File: src/rtl/wb_bitstream_loader.sv
// Wishbone slave that buffers eFPGA bitstream words and streams frame data into the fabric config port.
// Optional macro BITSTREAM_CHECKSUM_EN adds a trailing XOR checksum word checked after END_WORD.
module wb_bitstream_loader #(
    parameter logic [31:0] BASE_ADDR    = 32'h3000_0000,
    parameter int          FIFO_DEPTH   = 4,
    parameter int          NUM_FRAMES   = 20,
    parameter int          FRAME_WORDS  = 8,
    parameter int          FRAME_ADDR_W = 5,
    parameter logic [31:0] SYNC_WORD    = 32'hFAB0_FAB1,
    parameter logic [31:0] END_WORD     = 32'hFAB0_FFFF
) (
    input  logic                           wb_clk_i,
    input  logic                           wb_rst_i,
    input  logic                           wbs_stb_i,
    input  logic                           wbs_cyc_i,
    input  logic                           wbs_we_i,
    input  logic [3:0]                     wbs_sel_i,
    input  logic [31:0]                    wbs_adr_i,
    input  logic [31:0]                    wbs_dat_i,
    output logic                           wbs_ack_o,
    output logic [31:0]                    wbs_dat_o,
    output logic [FRAME_ADDR_W-1:0]        cfg_frame_addr,
    output logic [$clog2(FRAME_WORDS)-1:0] cfg_word_idx,
    output logic [31:0]                    cfg_data,
    output logic                           cfg_valid,
    input  logic                           cfg_ready,
    output logic                           cfg_active,
    output logic                           cfg_done
);

    localparam int PTR_W = $clog2(FIFO_DEPTH);
    localparam int LVL_W = PTR_W + 1;
    localparam int IDX_W = $clog2(FRAME_WORDS);

    localparam logic [2:0] S_IDLE = 3'd0;
    localparam logic [2:0] S_SYNC = 3'd1;
    localparam logic [2:0] S_HDR  = 3'd2;
    localparam logic [2:0] S_DATA = 3'd3;
    localparam logic [2:0] S_DONE = 3'd4;
    localparam logic [2:0] S_ERR  = 3'd5;
`ifdef BITSTREAM_CHECKSUM_EN
    localparam logic [2:0] S_CHK  = 3'd6;
    localparam logic [2:0] S_TAIL = S_CHK;
`else
    localparam logic [2:0] S_TAIL = S_DONE;
`endif

    logic [2:0]              state_q, state_d;
    logic [31:0]             mem_q [FIFO_DEPTH];
    logic [PTR_W-1:0]        wr_ptr_q, rd_ptr_q;
    logic [LVL_W-1:0]        count_q;
    logic [FRAME_ADDR_W-1:0] frame_addr_q, frame_addr_d;
    logic [IDX_W-1:0]        word_idx_q, word_idx_d;
    logic                    ack_q;
    logic [31:0]             dat_q;
    logic [15:0]             status_hi;
`ifdef BITSTREAM_CHECKSUM_EN
    logic [31:0]             acc_q, acc_d;
    assign status_hi = acc_q[15:0];
`else
    assign status_hi = 16'h0000;
`endif

    logic        sel, req, start, data_wr, stall, push, pop, accept;
    logic        empty, full, busy, error;
    logic [1:0]  reg_off;
    logic [31:0] head, status, rd_val;
    logic        unused_ok;

    assign unused_ok = &{1'b0, wbs_sel_i, wbs_adr_i[1:0]};

    assign empty   = (count_q == '0);
    assign full    = (count_q == LVL_W'(FIFO_DEPTH));
    assign head    = mem_q[rd_ptr_q];
    assign busy    = (state_q == S_SYNC) || (state_q == S_HDR) || (state_q == S_DATA)
`ifdef BITSTREAM_CHECKSUM_EN
                  || (state_q == S_CHK)
`endif
                  ;
    assign error   = (state_q == S_ERR);
    assign status  = {status_hi, 8'(count_q), 5'd0, error, (state_q == S_DONE), busy};

    // A request is taken only while ack is low, so every access sees exactly one ack pulse.
    assign sel     = wbs_stb_i && wbs_cyc_i && (wbs_adr_i[31:4] == BASE_ADDR[31:4]);
    assign req     = sel && !ack_q;
    assign reg_off = wbs_adr_i[3:2];
    assign start   = req && wbs_we_i && (reg_off == 2'd0) && wbs_dat_i[0];
    assign data_wr = req && wbs_we_i && (reg_off == 2'd2);
    assign stall   = data_wr && busy && full && !pop;
    assign push    = data_wr && busy && !stall;
    assign accept  = req && !stall;
    assign rd_val  = (reg_off == 2'd1) ? status : 32'h0;

    assign cfg_valid = (state_q == S_DATA) && !empty;

    always_comb begin
        // NOTE: every combinational output gets a default first, so no path leaves it unassigned and no latch is inferred.
        state_d      = state_q;
        frame_addr_d = frame_addr_q;
        word_idx_d   = word_idx_q;
        pop          = 1'b0;
`ifdef BITSTREAM_CHECKSUM_EN
        acc_d        = acc_q;
`endif
        if (start) begin
            state_d = S_SYNC;
`ifdef BITSTREAM_CHECKSUM_EN
            acc_d   = 32'h0;
`endif
        end else begin
            case (state_q)
                S_SYNC: if (!empty) begin
                    pop = 1'b1;
                    if (head == SYNC_WORD) state_d = S_HDR;
                end
                S_HDR: if (!empty) begin
                    pop = 1'b1;
                    // A legal header is a plain frame number, so one compare covers range and upper bits.
                    if (head == END_WORD)                state_d = S_TAIL;
                    else if (head >= 32'(NUM_FRAMES))    state_d = S_ERR;
                    else begin
                        frame_addr_d = head[FRAME_ADDR_W-1:0];
                        word_idx_d   = '0;
                        state_d      = S_DATA;
                    end
                end
                S_DATA: if (cfg_valid && cfg_ready) begin
                    pop = 1'b1;
`ifdef BITSTREAM_CHECKSUM_EN
                    acc_d = acc_q ^ head;
`endif
                    if (word_idx_q == IDX_W'(FRAME_WORDS - 1)) begin
                        word_idx_d = '0;
                        state_d    = S_HDR;
                    end else begin
                        word_idx_d = word_idx_q + 1'b1;
                    end
                end
`ifdef BITSTREAM_CHECKSUM_EN
                S_CHK: if (!empty) begin
                    pop     = 1'b1;
                    state_d = (head == acc_q) ? S_DONE : S_ERR;
                end
`endif
                default: ;
            endcase
        end
    end

    // NOTE: the FIFO storage has no reset; validity is tracked by the pointers and count alone.
    always_ff @(posedge wb_clk_i) begin
        if (push) mem_q[wr_ptr_q] <= wbs_dat_i;
    end

    always_ff @(posedge wb_clk_i) begin
        // NOTE: sequential state uses non-blocking assignments so every register samples pre-edge values.
        if (wb_rst_i) begin
            state_q      <= S_IDLE;
            wr_ptr_q     <= '0;
            rd_ptr_q     <= '0;
            count_q      <= '0;
            frame_addr_q <= '0;
            word_idx_q   <= '0;
            ack_q        <= 1'b0;
            dat_q        <= 32'h0;
`ifdef BITSTREAM_CHECKSUM_EN
            acc_q        <= 32'h0;
`endif
        end else begin
            state_q      <= state_d;
            frame_addr_q <= frame_addr_d;
            word_idx_q   <= word_idx_d;
            ack_q        <= accept;
            dat_q        <= (accept && !wbs_we_i) ? rd_val : 32'h0;
`ifdef BITSTREAM_CHECKSUM_EN
            acc_q        <= acc_d;
`endif
            if (start) begin
                wr_ptr_q <= '0;
                rd_ptr_q <= '0;
                count_q  <= '0;
            end else begin
                if (push) wr_ptr_q <= wr_ptr_q + 1'b1;
                if (pop)  rd_ptr_q <= rd_ptr_q + 1'b1;
                if (push && !pop)      count_q <= count_q + 1'b1;
                else if (pop && !push) count_q <= count_q - 1'b1;
            end
        end
    end

    assign wbs_ack_o      = ack_q;
    assign wbs_dat_o      = dat_q;
    assign cfg_frame_addr = frame_addr_q;
    assign cfg_word_idx   = word_idx_q;
    assign cfg_data       = cfg_valid ? head : 32'h0;
    assign cfg_active     = busy;
    assign cfg_done       = (state_q == S_DONE);

endmodule

File: config.mk
export PLATFORM = sky130hd
export DESIGN_NAME = wb_bitstream_loader
export DESIGN_NICKNAME = d
export VERILOG_FILES = /design/src/rtl/wb_bitstream_loader.sv
export SDC_FILE = /design/constraint.sdc
export NUM_CORES = 1
export LEC_CHECK = 0
export CAP_MARGIN = 20
export CORE_ASPECT_RATIO = 1.75
export CORE_UTILIZATION = 45
export DETAILED_ROUTE_END_ITERATION = 6
export PLACE_DENSITY = 0.76
export SKIP_CTS_REPAIR_TIMING = 1
export SYNTH_ARGS = -nofsm -noshare
export SYNTH_HDL_FRONTEND = slang
export SYNTH_SLANG_ARGS = --single-unit
File: constraint.sdc
create_clock -name wb_clk_i -period 3.13 [get_ports wb_clk_i]
set_input_delay 0.626 -clock wb_clk_i [delete_from_list [all_inputs] [get_ports wb_clk_i]]
set_output_delay 0.626 -clock wb_clk_i [all_outputs]
set_load 0.02 [all_outputs]
==> flow_metrics.env <==
export IMPL_fin_area_sq_mm=0.00870
export IMPL_coreArea_sq_mm=0.0144
export IMPL_timing_rr_end="state_q[1]$_SDFFE_PP0P_"
export IMPL_dr_pass1_iters=5
export IMPL_synthDistinctLibCells=50
export IMPL_hold_violations=0
export IMPL_die_x_um=93.6
export IMPL_timing_setup_tns_ns=0
export IMPL_path_clk_slew_ns=0.07
export IMPL_cts_tree="done"
export IMPL_ys_warn_count=0
export IMPL_first_global_vias=4031
export IMPL_worstRegToRegCells=7
export IMPL_setup_viol=0
export IMPL_die_height_um=162
export IMPL_hold_ws_ns=0.483
export IMPL_io_pins=150
export IMPL_place_gp_congestion=0.862
export IMPL_yosysTopAreaCell="edfxtp_1"
export IMPL_final_net_count=634
export IMPL_min_period_over_period=0.974
export IMPL_dpl_cell_area_sq_mm=0.00805
export IMPL_grt_overflow_total=0
export IMPL_synth_area_leaders="edfxtp_1, dfxtp_1, mux4_1, mux4_2, buf_4"
export IMPL_r2r_slack_ns=0.14
export IMPL_fmax_mhz=328
export IMPL_outcome="completed"
export IMPL_critical_path_arrival_ns=2.42
export IMPL_met3_usage=0.0500
export IMPL_grt_use_met2=0.361
export IMPL_via_per_inst=5.39
export IMPL_fill_cells=1062
export IMPL_syn_cell_area_sq_mm=0.00661
export IMPL_yosysTopAreaCellShare=0.581
export IMPL_clock_sinks=155
export IMPL_p_int_w=0.00359
export IMPL_ys_flop_type="edfxtp_1"
export IMPL_synthTopCellsByCount="edfxtp_1, and2_1, dfxtp_1, buf_4"
export IMPL_critPathCaptureType="output pin"
export IMPL_synthCells=408
export IMPL_grt_pass1_wl_mm=21.7
export IMPL_drc_errors=0
export IMPL_maxSlewViolCount=0
export IMPL_ir_drop_mv=0.465
export IMPL_gr_max_usage_layer="met2"
export IMPL_antenna_found_initial=0
export IMPL_hold_path_cell_count=2
export IMPL_cp_required_ns=2.50
export IMPL_p_comb_frac=0.032
export IMPL_insertion_delay_ns=0.42
export IMPL_path_cells="buf_4, mux4_1, and2_1, clkdlybuf4s50_1"
export IMPL_crit_type="reg2out"
export IMPL_netSwitchingPower_w=0.000926
export IMPL_diodes=0
export IMPL_seq_area_frac_synth=0.663
export IMPL_cts_htree_levels=4
export IMPL_synth_edf_count=128
export IMPL_crit_slowest_cell="mux4_1"
export IMPL_grt_max_degree=35
export IMPL_worst_slew_pin_slew_ns=0.869
export IMPL_cts_root_buffer="clkbuf_16"
export IMPL_drtIter0Drc=261
export IMPL_drv_cap=0
export IMPL_critPathLaunchType="flop"
export IMPL_routed_via_count=4019
export IMPL_seq_power_share=0.493
export IMPL_rows=58
export IMPL_start_util=0.460
export IMPL_slew_headroom=0.416
export IMPL_min_delay_worst_endpoint="cfg_frame_addr[0]$_SDFFE_PP0P_"
export IMPL_fin_worst_skew_ns=0.00957
export IMPL_grt_usage=0.199
export IMPL_fin_crit_ns=3.05
export IMPL_hp_start="cfg_frame_addr[0]$_SDFFE_PP0P_"
export IMPL_cts_inserted_buffers=17
export IMPL_use_met1=0.215
export IMPL_drive_gt1_frac=0.154
export IMPL_ant_nets=0
export IMPL_dieArea_sq_mm=0.0152
export IMPL_wl_per_cell_um=19.3
export IMPL_area_growth_pct=31.5
export IMPL_port_buffers=117
export IMPL_synthArstFlopShare=0
export IMPL_rsz0062_at_grt="yes"
export IMPL_yosys_register_bits=155
export IMPL_sw_frac_of_total=0.205
export IMPL_wl_mm=14.4
export IMPL_power_leakage_nw=2.89
export IMPL_synthMostInstantiatedCell="edfxtp_1"
export IMPL_cpPeakStageDelay_ns=0.66
export IMPL_dp_hpwl_mm=9.80
export IMPL_power_density_mw_per_mm2=519
export IMPL_cts_buffer_depth=2
export IMPL_syn_avg_cell_area_sq_um=16.2
export IMPL_holdCritPathClass="reg2reg"
export IMPL_cp_max_fo=10
export IMPL_clockPowerShare=0.475
final cells by class:
cell class	instances	area, sq um	share of cell area
clock buffers	17	425	0.0489
clock inverters	15	199	0.0229
inverters	8	30.0	0.00345
multi-input cells	229	2010	0.231
flip-flops and latches	155	4390	0.504
well taps	180	225	0.0259
repair buffers	141	1430	0.164
layout by cell type, fill, tap and decap left out, types with 6 or more instances in the layout:
master,n
a21oi_1,9
and2_1,31
buf_12,6
buf_4,18
clkbuf_16,17
clkdlybuf4s50_1,117
conb_1,26
dfxtp_1,26
edfxtp_1,128
ha_1,6
inv_1,8
inv_6,6
mux4_1,18
mux4_2,14
nand2_1,10
nand3_1,12
nand4_1,8
nor2_1,19
nor3_1,8
nor4_1,9
o21ai_0,9
flip-flops by register name, indices dropped and copies added, names as in the netlist, named ones only:
register	count
mem_q	128
wbs_dat_o	6
cfg_frame_addr	5
cfg_word_idx	3
count_q	3
state_q	3
rd_ptr_q	2
wr_ptr_q	2
wbs_ack_o	1
logic make-up (layout without fill, tap and decap cells):
family	after synthesis	count (layout)	share of synthesized area
simple gates	127	127	0.110
mux	36	36	0.126
fa+ha+maj	8	8	0.0163
compound gates	27	27	0.0255
flops	155	155	0.663
buf+inv	49	181	0.0528
other cells	1	26	0.000567
xor+xnor	5	5	0.00662
power groups by stage:
stage / clock [W] / sequential, W / combinational [W]
finish: 0.00215 / 0.00223 / 0.000145
global route: 0.00228 / 0.00223 / 0.000156
CTS: 0.00218 / 0.00223 / 0.000144
detailed placement: 0 / 0.00227 / 0.000143
global placement: 0 / 0.00227 / 0.000139
floorplan: 0 / 0.00227 / 0.0000615
worst max-delay path by stage:
stage	start	to	slack, ns
after global routing	wbs_adr_i[26]	count_q[2]$_SDFFE_PP0P_	-0.02
after global placement	wbs_adr_i[25]	count_q[2]$_SDFFE_PP0P_	-0.28
final	flop	cfg_data[13]	0.08
after floorplan	wbs_adr_i[12]	count_q[1]$_SDFFE_PP0P_	0.18
after detailed placement	wbs_adr_i[25]	count_q[2]$_SDFFE_PP0P_	-0.39
after CTS	flop	cfg_word_idx[2]$_SDFFE_PP0P_	0.04
per-stage QoR:
stage	instances	total power [W]	worst slack, ns	util
2_1_floorplan	433	0.00233	0.185	-
3_3_place_gp	713	0.00241	-0.278	0.560
3_5_place_dp	713	0.00242	-0.394	0.560
4_1_cts	745	0.00455	0.0416	0.603
5_1_grt	745	0.00466	-0.0244	0.605
6_report	745	0.00452	0.0798	0.605
worst max-delay path: cells and delay by family, from the launching register on:
family	cells	cell delay (ns)
flops	1	0.35
mux	1	0.66
simple gates	1	0.22
buf+inv	2	0.76
per-layer routing:
metal  part of all wire  routed length [um]  vias up
li1                   -                   -     1838
met1               0.36                5110     1972
met2               0.55                7970      184
met3              0.063                 900       25
met4              0.027                 388        0
met5                  0                   0        -
(Power assumes the default switching activity.)
